--- src/rtl/mem_bus_interface.sv ---
// Bus-side memory interface: MAR/MDR registers plus an SRAM access sequencer
// that drives active-low strobes for WAIT_CYCLES cycles and then pulses R.
module mem_bus_interface #(
    parameter int unsigned WAIT_CYCLES = 2
) (
    input  logic        Clk,
    input  logic        Reset,
    input  logic [15:0] BUS,
    input  logic        LD_MAR,
    input  logic        LD_MDR,
    input  logic        MIO_EN,
    input  logic        MEM_REQ,
    input  logic        MEM_WE,
    input  logic [15:0] Data_from_SRAM,
    output logic [15:0] MAR,
    output logic [15:0] MDR,
    output logic [15:0] ADDR,
    output logic [15:0] Data_to_SRAM,
    output logic        CE_N,
    output logic        OE_N,
    output logic        WE_N,
    output logic        R
);

    typedef enum logic [1:0] {
        IDLE,
        ACCESS,
        DONE
    } state_t;

    localparam logic [3:0] CNT_INIT = 4'(WAIT_CYCLES - 1);

    state_t      state_q, state_d;
    logic [3:0]  cnt_q, cnt_d;
    logic        we_q, we_d;
    logic [15:0] mar_q, mar_d;
    logic [15:0] mdr_q, mdr_d;

    logic in_access;
    logic write_access;

    assign in_access    = (state_q == ACCESS);
    assign write_access = in_access && we_q;

    // NOTE: every variable gets its hold value first so no path leaves it unassigned (no latch).
    always_comb begin
        state_d = state_q;
        cnt_d   = cnt_q;
        we_d    = we_q;
        case (state_q)
            IDLE: begin
                if (MEM_REQ) begin
                    state_d = ACCESS;
                    we_d    = MEM_WE;
                    cnt_d   = CNT_INIT;
                end
            end
            ACCESS: begin
                if (cnt_q == 4'd0) begin
                    state_d = DONE;
                end else begin
                    cnt_d = cnt_q - 4'd1;
                end
            end
            DONE:    state_d = IDLE;
            default: state_d = IDLE;
        endcase
    end

    // Address and write data must stay stable while the SRAM is strobed.
    always_comb begin
        mar_d = mar_q;
        mdr_d = mdr_q;
        if (LD_MAR && !in_access) begin
            mar_d = BUS;
        end
        if (LD_MDR && !write_access) begin
            mdr_d = MIO_EN ? Data_from_SRAM : BUS;
        end
    end

    // NOTE: state registers use non-blocking assignments so all flops update together.
    always_ff @(posedge Clk) begin
        if (Reset) begin
            state_q <= IDLE;
            cnt_q   <= 4'd0;
            we_q    <= 1'b0;
            mar_q   <= 16'h0000;
            mdr_q   <= 16'h0000;
        end else begin
            state_q <= state_d;
            cnt_q   <= cnt_d;
            we_q    <= we_d;
            mar_q   <= mar_d;
            mdr_q   <= mdr_d;
        end
    end

    // Strobes decode from registered state only, keeping them glitch-free w.r.t. inputs.
    assign CE_N         = !in_access;
    assign OE_N         = !(in_access && !we_q);
    assign WE_N         = !write_access;
    assign R            = (state_q == DONE);
    assign MAR          = mar_q;
    assign ADDR         = mar_q;
    assign MDR          = mdr_q;
    assign Data_to_SRAM = mdr_q;

endmodule
--- config.mk ---
export PLATFORM = sky130hd
export DESIGN_NAME = mem_bus_interface
export DESIGN_NICKNAME = d
export VERILOG_FILES = /design/src/rtl/mem_bus_interface.sv
export SDC_FILE = /design/constraint.sdc
export NUM_CORES = 1
export LEC_CHECK = 0
export BUFFER_PORTS_ARGS = -buffer_cell sky130_fd_sc_hd__buf_2
export CAP_MARGIN = 20
export CORE_ASPECT_RATIO = 1.25
export CORE_MARGIN = 5
export CORE_UTILIZATION = 35
export CTS_BUF_LIST = sky130_fd_sc_hd__clkbuf_16
export CTS_CLUSTER_DIAMETER = 120
export DETAILED_ROUTE_END_ITERATION = 8
export GPL_TIMING_DRIVEN = 0
export PLACE_DENSITY = 0.66
export REMOVE_ABC_BUFFERS = 1
export SYNTH_ARGS = -nofsm -noshare
export SYNTH_HDL_FRONTEND = slang
export SYNTH_SLANG_ARGS = --single-unit
--- constraint.sdc ---
create_clock -name Clk -period 1.7 [get_ports Clk]
set_input_delay 0.255 -clock Clk [delete_from_list [all_inputs] [get_ports Clk]]
set_output_delay 0.255 -clock Clk [all_outputs]
set_load 0.005 [all_outputs]
; ---- After elaboration in Yosys (flattened, before gate mapping)
; Index checks and enable logic that the tools add are counted.
[word_totals]
inputBits = 39
regBits = 39
out_inout_bits = 68
word_cells = 32
[classes]
muxes = 7
addsub = 1
reduce_logical = 14
eq_ne = 5
[op_table]
columns = op, n
row1 = $mux W16, 1
row2 = $mux W4, 2
row3 = $pmux W4 S2, 1
row4 = $logic_and A1 B1 Y1, 4
row5 = $logic_not A1 Y1, 4
row6 = $logic_not A4 Y1, 1
row7 = $mux W2, 2
row8 = $ne A2 B2 Y1 const B, 2
row9 = $pmux W2 S2, 1
row10 = $reduce_and A2 Y1, 2
row11 = $sub A4 B1 Y4 const B, 1
row12 = $reduce_and A3 Y1, 1
row13 = $eq A2 B1 Y1 const B, 1
row14 = $eq A2 B2 Y1 const B, 1
row15 = $logic_not A2 Y1, 1
row16 = $ne A2 B1 Y1 const B, 1
row17 = $reduce_bool A2 Y1, 1

; ---- Longest topological paths before layout
; Gate-level depths: netlist (run 1).
[depth]
ltp_word = 4
ltp_mapped = 6
mapped_depth_nobuf = 5

; ---- Worst setup path after synthesis (run 1)
; Ideal clock, no wire load.
[synth_path]
path_type = reg2reg
from = register cnt_q[0]
to = register cnt_q[3]
arrival_time_ns = 1.433
path_buffers = 0
path_slack_ns = 0.197
required_ns = 1.630
setup_ns = 0.070
path_stages_with_launch = 6
synth_period_minus_slack_ns = 1.503
path_cell_list = dfxtp_1 > inv_1 > ha_1 > and4bb_1 > or4_1 > a21oi_1
[synth_between]
elab_chain_cells = 3
word_cells_on_any_way = 6
classes_between = add/sub: 1 / eq/ne: 1 / mux: 2 / reduce/logical: 2
[synth_rtl]
columns = item, line_no
row1 = start: declaration, 34  ; logic [3:0] cnt_q, cnt_d;
row2 = start signal: assignment, 92  ; cnt_q <= cnt_d;
row3 = $sub A4 B1 Y4 / $logic_not A4 Y1 (equally long branches), "62, 59"
row4 = $mux W4 / $ne A2 B2 Y1 (equally long branches), n/a
row5 = $pmux W4 S2 / $reduce_and A3 Y1 (equally long branches), n/a
; Several ways; a longest one is shown, not always the timed one. The select of a mux whose other input is x is not followed.
; A chain may end at the register's enable or synchronous reset.

; ---- Final worst setup path (run 1)
[layout_path]
from = register state_q[0]
to = register cnt_q[1]
[layout_between]
elab_chain_cells = 3
word_cells_on_any_way = 7
classes_between = eq/ne: 3 / mux: 1 / reduce/logical: 3
[layout_rtl]
columns = item, line_no
row1 = start: declaration, 33  ; state_t state_q, state_d;
row2 = start signal: assignment, 91  ; state_q <= state_d;
row3 = $eq A2 B1 Y1 / $logic_not A2 Y1 (equally long branches), 50  ; case (state_q)
row4 = $ne A2 B2 Y1 (no line) / $reduce_bool A2 Y1 (equally long branches), n/a
row5 = $reduce_and A3 Y1 (no line), n/a
; Several ways; a longest one is shown, not always the timed one.

==> results.py, run 1 <==
metrics = {
    "outcome": {
        "run_status": "finished, final reports clean",
    },
    "layout": {
        "stdcell_count": 350,
        "final_util_pct": 44.7,
        "fin_area_um2": 2400,
        "area_growth_pct": 25.2,
        "insertedDiodeCount": 0,
        "nets": 326,
        "final_cell_mix": "buf_2 (106), dfxtp_1 (38), a21oi_1 (35)",
        "drive_gt1_share_pct": 43.0,
        "layout_commonest_cell": "buf_2",
    },
    "placed_design": {
        "place_ws_ns": -0.203,
        "placed_cell_area_um2": 2230,
        "place_hpwl_um": 4000,
        "placed_cells": 340,
        "io_buffers": 106,
        "gp_congestion": 0.775,
    },
    "hold_path": {
        "hold_path.class": "input port to register",
        "min_path_cells": 3,
        "hp-start": "MEM_WE",
        "holdPathEnd": "we_q",
    },
    "sta": {
        "rsz0062_at_grt": "no",
        "fin_crit_ns": 1.59,
        "fmax_ghz": 0.628,
        "hold_viol_final": 0,
        "timing.final.crit_share_pct": 93.7,
        "final-setup-viol-count": 0,
        "clock-skew-final_ns": 0.00496,
        "hold_slack_ns": 0.211,
        "report.final.slew_viol_count": 0,
        "maxSlewHeadroom_pct": 52.1,
        "setup_slack_ns": 0.107,
        "tightest_slew_ns": 0.719,
    },
    "routing": {
        "vias": 1762,
        "wire_per_inst_um": 15.5,
        "firstDrtPassIters": 4,
        "ant_nets": 0,
        "routed_wl_um": 5440,
        "drc": 0,
        "drt_first_iter_violations": 73,
        "viasPerCell": 5.03,
    },
    "cts": {
        "ctsHtreeMaxLevel": 2,
        "clock_path_buffers": 2,
        "numCtsBuffers": 5,
        "cts_tree": "yes",
        "clock-sinks": 39,
        "clock_latency_ns": 0.28,
        "cts_hold_buf": 0,
        "cts_root_buf": "clkbuf_16",
        "path_clk_slew_ns": 0.06,
    },
    "critical_path": {
        "worstPathMaxFanout": 19,
        "path_cells": "nor2b_4 > buf_6 > inv_4 > or4_1 > a21oi_1",
        "worstReg2RegStart": "state_q[0]",
        "r2r-end": "cnt_q[1]",
        "cp_slowest_cell": "or4_1",
        "path_buf_inv": 2,
        "cp_top_family": "simple AND/OR/NAND/NOR gates",
        "cp.arrival_ns": 1.80,
        "r2r_slack_ns": 0.11,
        "max_stage_delay_ns": 0.51,
        "required_ns": 1.91,
        "cp-start-kind": "register",
        "r2r_cells": 5,
        "crit_type": "register to register",
        "worstSetupStartpoint": "state_q[0]",
        "crit_path_end_kind": "register",
    },
    "die": {
        "fp.coreArea_um2": 5370,
        "dieHeight_um": 92.7,
        "die_w_um": 76.2,
        "num_rows": 30,
        "start_util_pct": 35.7,
        "ioPinCount": 107,
        "dieArea_um2": 7070,
    },
    "logic_synthesis": {
        "syn_area_um2": 1920,
        "yosysWarnings": 0,
        "yosysUniqueCellTypes": 27,
        "syn-instance-count": 218,
        "postSynthAreaPerCell_um2": 8.79,
        "synth-seq-cells": 39,
        "synth_seq_area_share_pct": 40.7,
    },
    "global_route": {
        "grt_max_degree": 39,
        "grt_pass1_wl_um": 8490,
        "antenna_found_initial": 0,
        "grt.total_usage_pct": 14.6,
        "overflow": 0,
        "grt_pass1_vias": 1676,
    },
    "run": {
        "maxCapViolCount": 0,
    },
    "power_and_ir_drop": {
        "power-per-cell-area_nw_per_um2": 1020,
        "power_leakage_nw": 1.18,
        "ir_drop_uv": 400,
    },
}
power by group:
part,switching (W),internal (W)
logic,0.000266,0.000237
clock network,0.000356,0.000535
registers,0.0000590,0.000997
what timing repair did:
item	4_1_cts	5_1_grt
endpoints found under the setup margin	19	2
resized for setup	4	3
buffers inserted	2	0
routing by layer:
| layer | share of wire, % | track usage (%) |
|---|---|---|
| met5 | 0 | 0 |
| met4 | 1.7 | 5.98 |
| met3 | 5.8 | 3.31 |
| met2 | 50 | 24.9 |
| met1 | 43 | 17.6 |
stage by stage:
| step | setup TNS (ns) | power, W |
|---|---|---|
| 3_5_place_dp | -2.71 | 0.00157 |
| 5_1_grt | 0 | 0.00259 |
| 2_1_floorplan | -0.256 | 0.00129 |
| 6_report | 0 | 0.00245 |
| 3_3_place_gp | -12.51 | 0.00155 |
| 4_1_cts | 0 | 0.00248 |
tightest hold or removal path: cells and delay by family:
family	cells	cell delay, ns
buffers and inverters	1	0.08
and+or+nand+nor	1	0.07
muxes	1	0.05
cell type report:
| cell class | instances | area [um2] |
|---|---|---|
| inverter | 5 | 21.3 |
| tap | 64 | 80.1 |
| fill | 570 | 2970 |
| timing repair buffer | 109 | 557 |
| clock inverter | 3 | 16.3 |
| multi-input combinational | 125 | 818 |
| clock buffer | 5 | 125 |
| sequential | 39 | 782 |
registers in the layout (all words and copies together) (netlist names):
name,count
ADDR,16
Data_to_SRAM,16
cnt_q,4
state_q,2
we_q,1
cells by family after synthesis:
kind of cell / synth area share [%]
AO/OA/AOI/OAI: 21.3
AND/OR/NAND/NOR: 10.6
multiplexers: 8.88
buffers and inverters: 17.2
adder cells (fa/ha/maj): 1.31
flip-flops: 40.7
cell usage after synthesis:
master    count  area, um2
nor2b_1       2       12.5
nor3_1        2       10.0
dfxtp_1      39        781
nand2b_1      2       12.5
buf_2         3       15.0
o21ai_0      18       90.1
inv_2         1       3.75
nand3_1      16       80.1
o21bai_1      1       7.51
buf_1         2       7.51
or3_1         1       6.26
or3b_2        1       8.76
nor2_1        1       3.75
or4_1         3       22.5
a211oi_1     17        128
o31ai_1       1       7.51
nor4_1        1       6.26
ha_1          2       25.0
buf_4        33        248
or2_2         1       6.26
and4bb_1      1       12.5
and2_1        1       6.26
a21oi_1      35        175
clkbuf_1     11       41.3
nand3b_1      2       15.0
mux2i_1      17        170
inv_1         4       15.0
how the worst max path moves through the flow:
stage | to | slack (ns) | cells after the start
after CTS | cnt_q[1] | 0.04 | 5
after floorplan | cnt_q[1] | -0.25 | 4
final | cnt_q[1] | 0.11 | 5
after global routing | cnt_q[1] | 0.007 | 5
after detailed placement | cnt_q[1] | -0.20 | 5
after global placement | cnt_q[1] | -0.87 | 4
Note: power is estimated with default switching activity, not from simulation.
==> run 2, diff against run 1 <==
Settings changed: PLACE_DENSITY 0.66 to 0.69.
==> results.py, run 2 (synthesis results as in run 1) <==
metrics = {
    "sta": {
        "hold_viol_final": 0,
        "final-setup-viol-count": 0,
        "tightest_slew_ns": 0.697,
        "rsz0062_at_grt": "no",
        "timing.final.crit_share_pct": 94.4,
        "setup_tns_ns": 0,
        "report.final.slew_viol_count": 0,
        "setup_slack_ns": 0.0949,
        "fmax_ghz": 0.623,
        "maxSlewHeadroom_pct": 53.5,
        "fin_crit_ns": 1.61,
        "clock-skew-final_ns": 0.00218,
    },
    "global_route": {
        "overflow": 0,
        "grt_pass1_vias": 1622,
        "grt_pass1_wl_um": 7980,
        "grt_max_degree": 39,
        "antenna_found_initial": 0,
        "grt.total_usage_pct": 13.6,
    },
    "critical_path": {
        "crit_path_end_kind": "register",
        "cp.arrival_ns": 1.81,
        "cp-start-kind": "register",
        "crit_type": "register to register",
        "worstPathMaxFanout": 7,
        "required_ns": 1.90,
    },
    "routing": {
        "wire_per_inst_um": 14.5,
        "ant_nets": 0,
        "firstDrtPassIters": 4,
        "drt_first_iter_violations": 122,
        "viasPerCell": 4.99,
        "drc": 0,
        "routed_wl_um": 5120,
        "vias": 1761,
    },
    "die": {
        "ioPinCount": 107,
        "fp.coreArea_um2": 5370,
        "start_util_pct": 35.7,
        "dieArea_um2": 7070,
        "die_w_um": 76.2,
        "dieHeight_um": 92.7,
        "num_rows": 30,
    },
    "layout": {
        "drive_gt1_share_pct": 42.6,
        "stdcell_count": 353,
        "insertedDiodeCount": 0,
        "fin_area_um2": 2410,
        "multi_input_area_um2": 813,
        "layout_commonest_cell": "buf_2",
        "regArea_um2": 781,
        "final_cell_mix": "buf_2 (106), dfxtp_1 (39), a21oi_1 (35)",
        "area_growth_pct": 25.5,
        "nets": 329,
        "n_fill_cell": 553,
    },
    "cts": {
        "ctsHtreeMaxLevel": 2,
        "path_clk_slew_ns": 0.05,
        "numCtsBuffers": 5,
        "cts_root_buf": "clkbuf_16",
        "cts_tree": "yes",
        "clock_latency_ns": 0.27,
        "clock-sinks": 39,
        "clock_path_buffers": 2,
    },
    "power_and_ir_drop": {
        "power_leakage_nw": 1.20,
        "power-per-cell-area_nw_per_um2": 1000,
        "ir_drop_uv": 487,
    },
    "outcome": {
        "run_status": "finished, final reports clean",
    },
    "run": {
        "maxCapViolCount": 0,
    },
    "placed_design": {
        "placed_cell_area_um2": 2220,
        "placed_cells": 339,
        "place_hpwl_um": 3730,
        "place_ws_ns": -0.893,
        "io_buffers": 106,
        "gp_congestion": 0.760,
    },
    "hold_path": {
        "hold_path.class": "input port to register",
    },
}
run 2: layout make-up:
| class | instances | share of cell area [%] |
|---|---|---|
| Inverter | 5 | 0.780 |
| Timing Repair Buffer | 112 | 23.9 |
| Clock inverter | 3 | 0.520 |
| Tap cell | 64 | 3.33 |
| Multi-Input combinational cell | 125 | 33.8 |
| Sequential cell | 39 | 32.4 |
| Clock buffer | 5 | 5.20 |
run 2: worst max-delay path, stage by stage, from the launching register on:
cell and delay (ns):
dfxtp_1 0.32, inv_1 0.08, ha_1 0.22, and4bb_2 0.28, or4_1 0.50, a21oi_1 0.14
run 2: worst paths after layout:
kind	start	endpoint	slack, ns	depth (start not counted)
worst max-delay path	cnt_q[0]	cnt_q[3]	0.09	5
worst min-delay path	MEM_WE	we_q	0.22	3
worst max register to register	cnt_q[0]	cnt_q[3]	0.09	5
worst min register to register	cnt_q[3]	state_q[1]	0.46	1
run 2: report_power, final:
| group | internal [W] | switching, W | total (W) | leakage (nW) |
|---|---|---|---|---|
| clock network | 0.000529 | 0.000323 | 0.000852 | 0.0762 |
| logic | 0.000240 | 0.000264 | 0.000504 | 0.802 |
| registers | 0.000997 | 0.0000577 | 0.00105 | 0.322 |
run 2: routing by layer:
layer | global-route usage (%) | wire length, um | vias to the layer above
li1 | - | - | 884
met1 | 15.0 | 2050 | 817
met2 | 24.2 | 2650 | 58
met3 | 4.67 | 404 | 2
met4 | 4.37 | 23 | 0
met5 | 0 | 0 | -
run 2: timing repair:
action                                  in CTS  in global routing
resized for setup                            2                  1
pin swaps                                    0                  0
hold buffers                                 0                  0
endpoints found under the setup margin      38                  2
buffers inserted                             5                  1
run 2: stage by stage:
stage,power [W],utilization (%),hold WS (ns)
floorplan,0.00129,-,0.324
global placement,0.00155,41.3,0.438
detailed placement,0.00156,41.3,0.452
CTS,0.00244,44.7,0.215
global route,0.00256,44.8,0.248
finish,0.00241,44.8,0.217
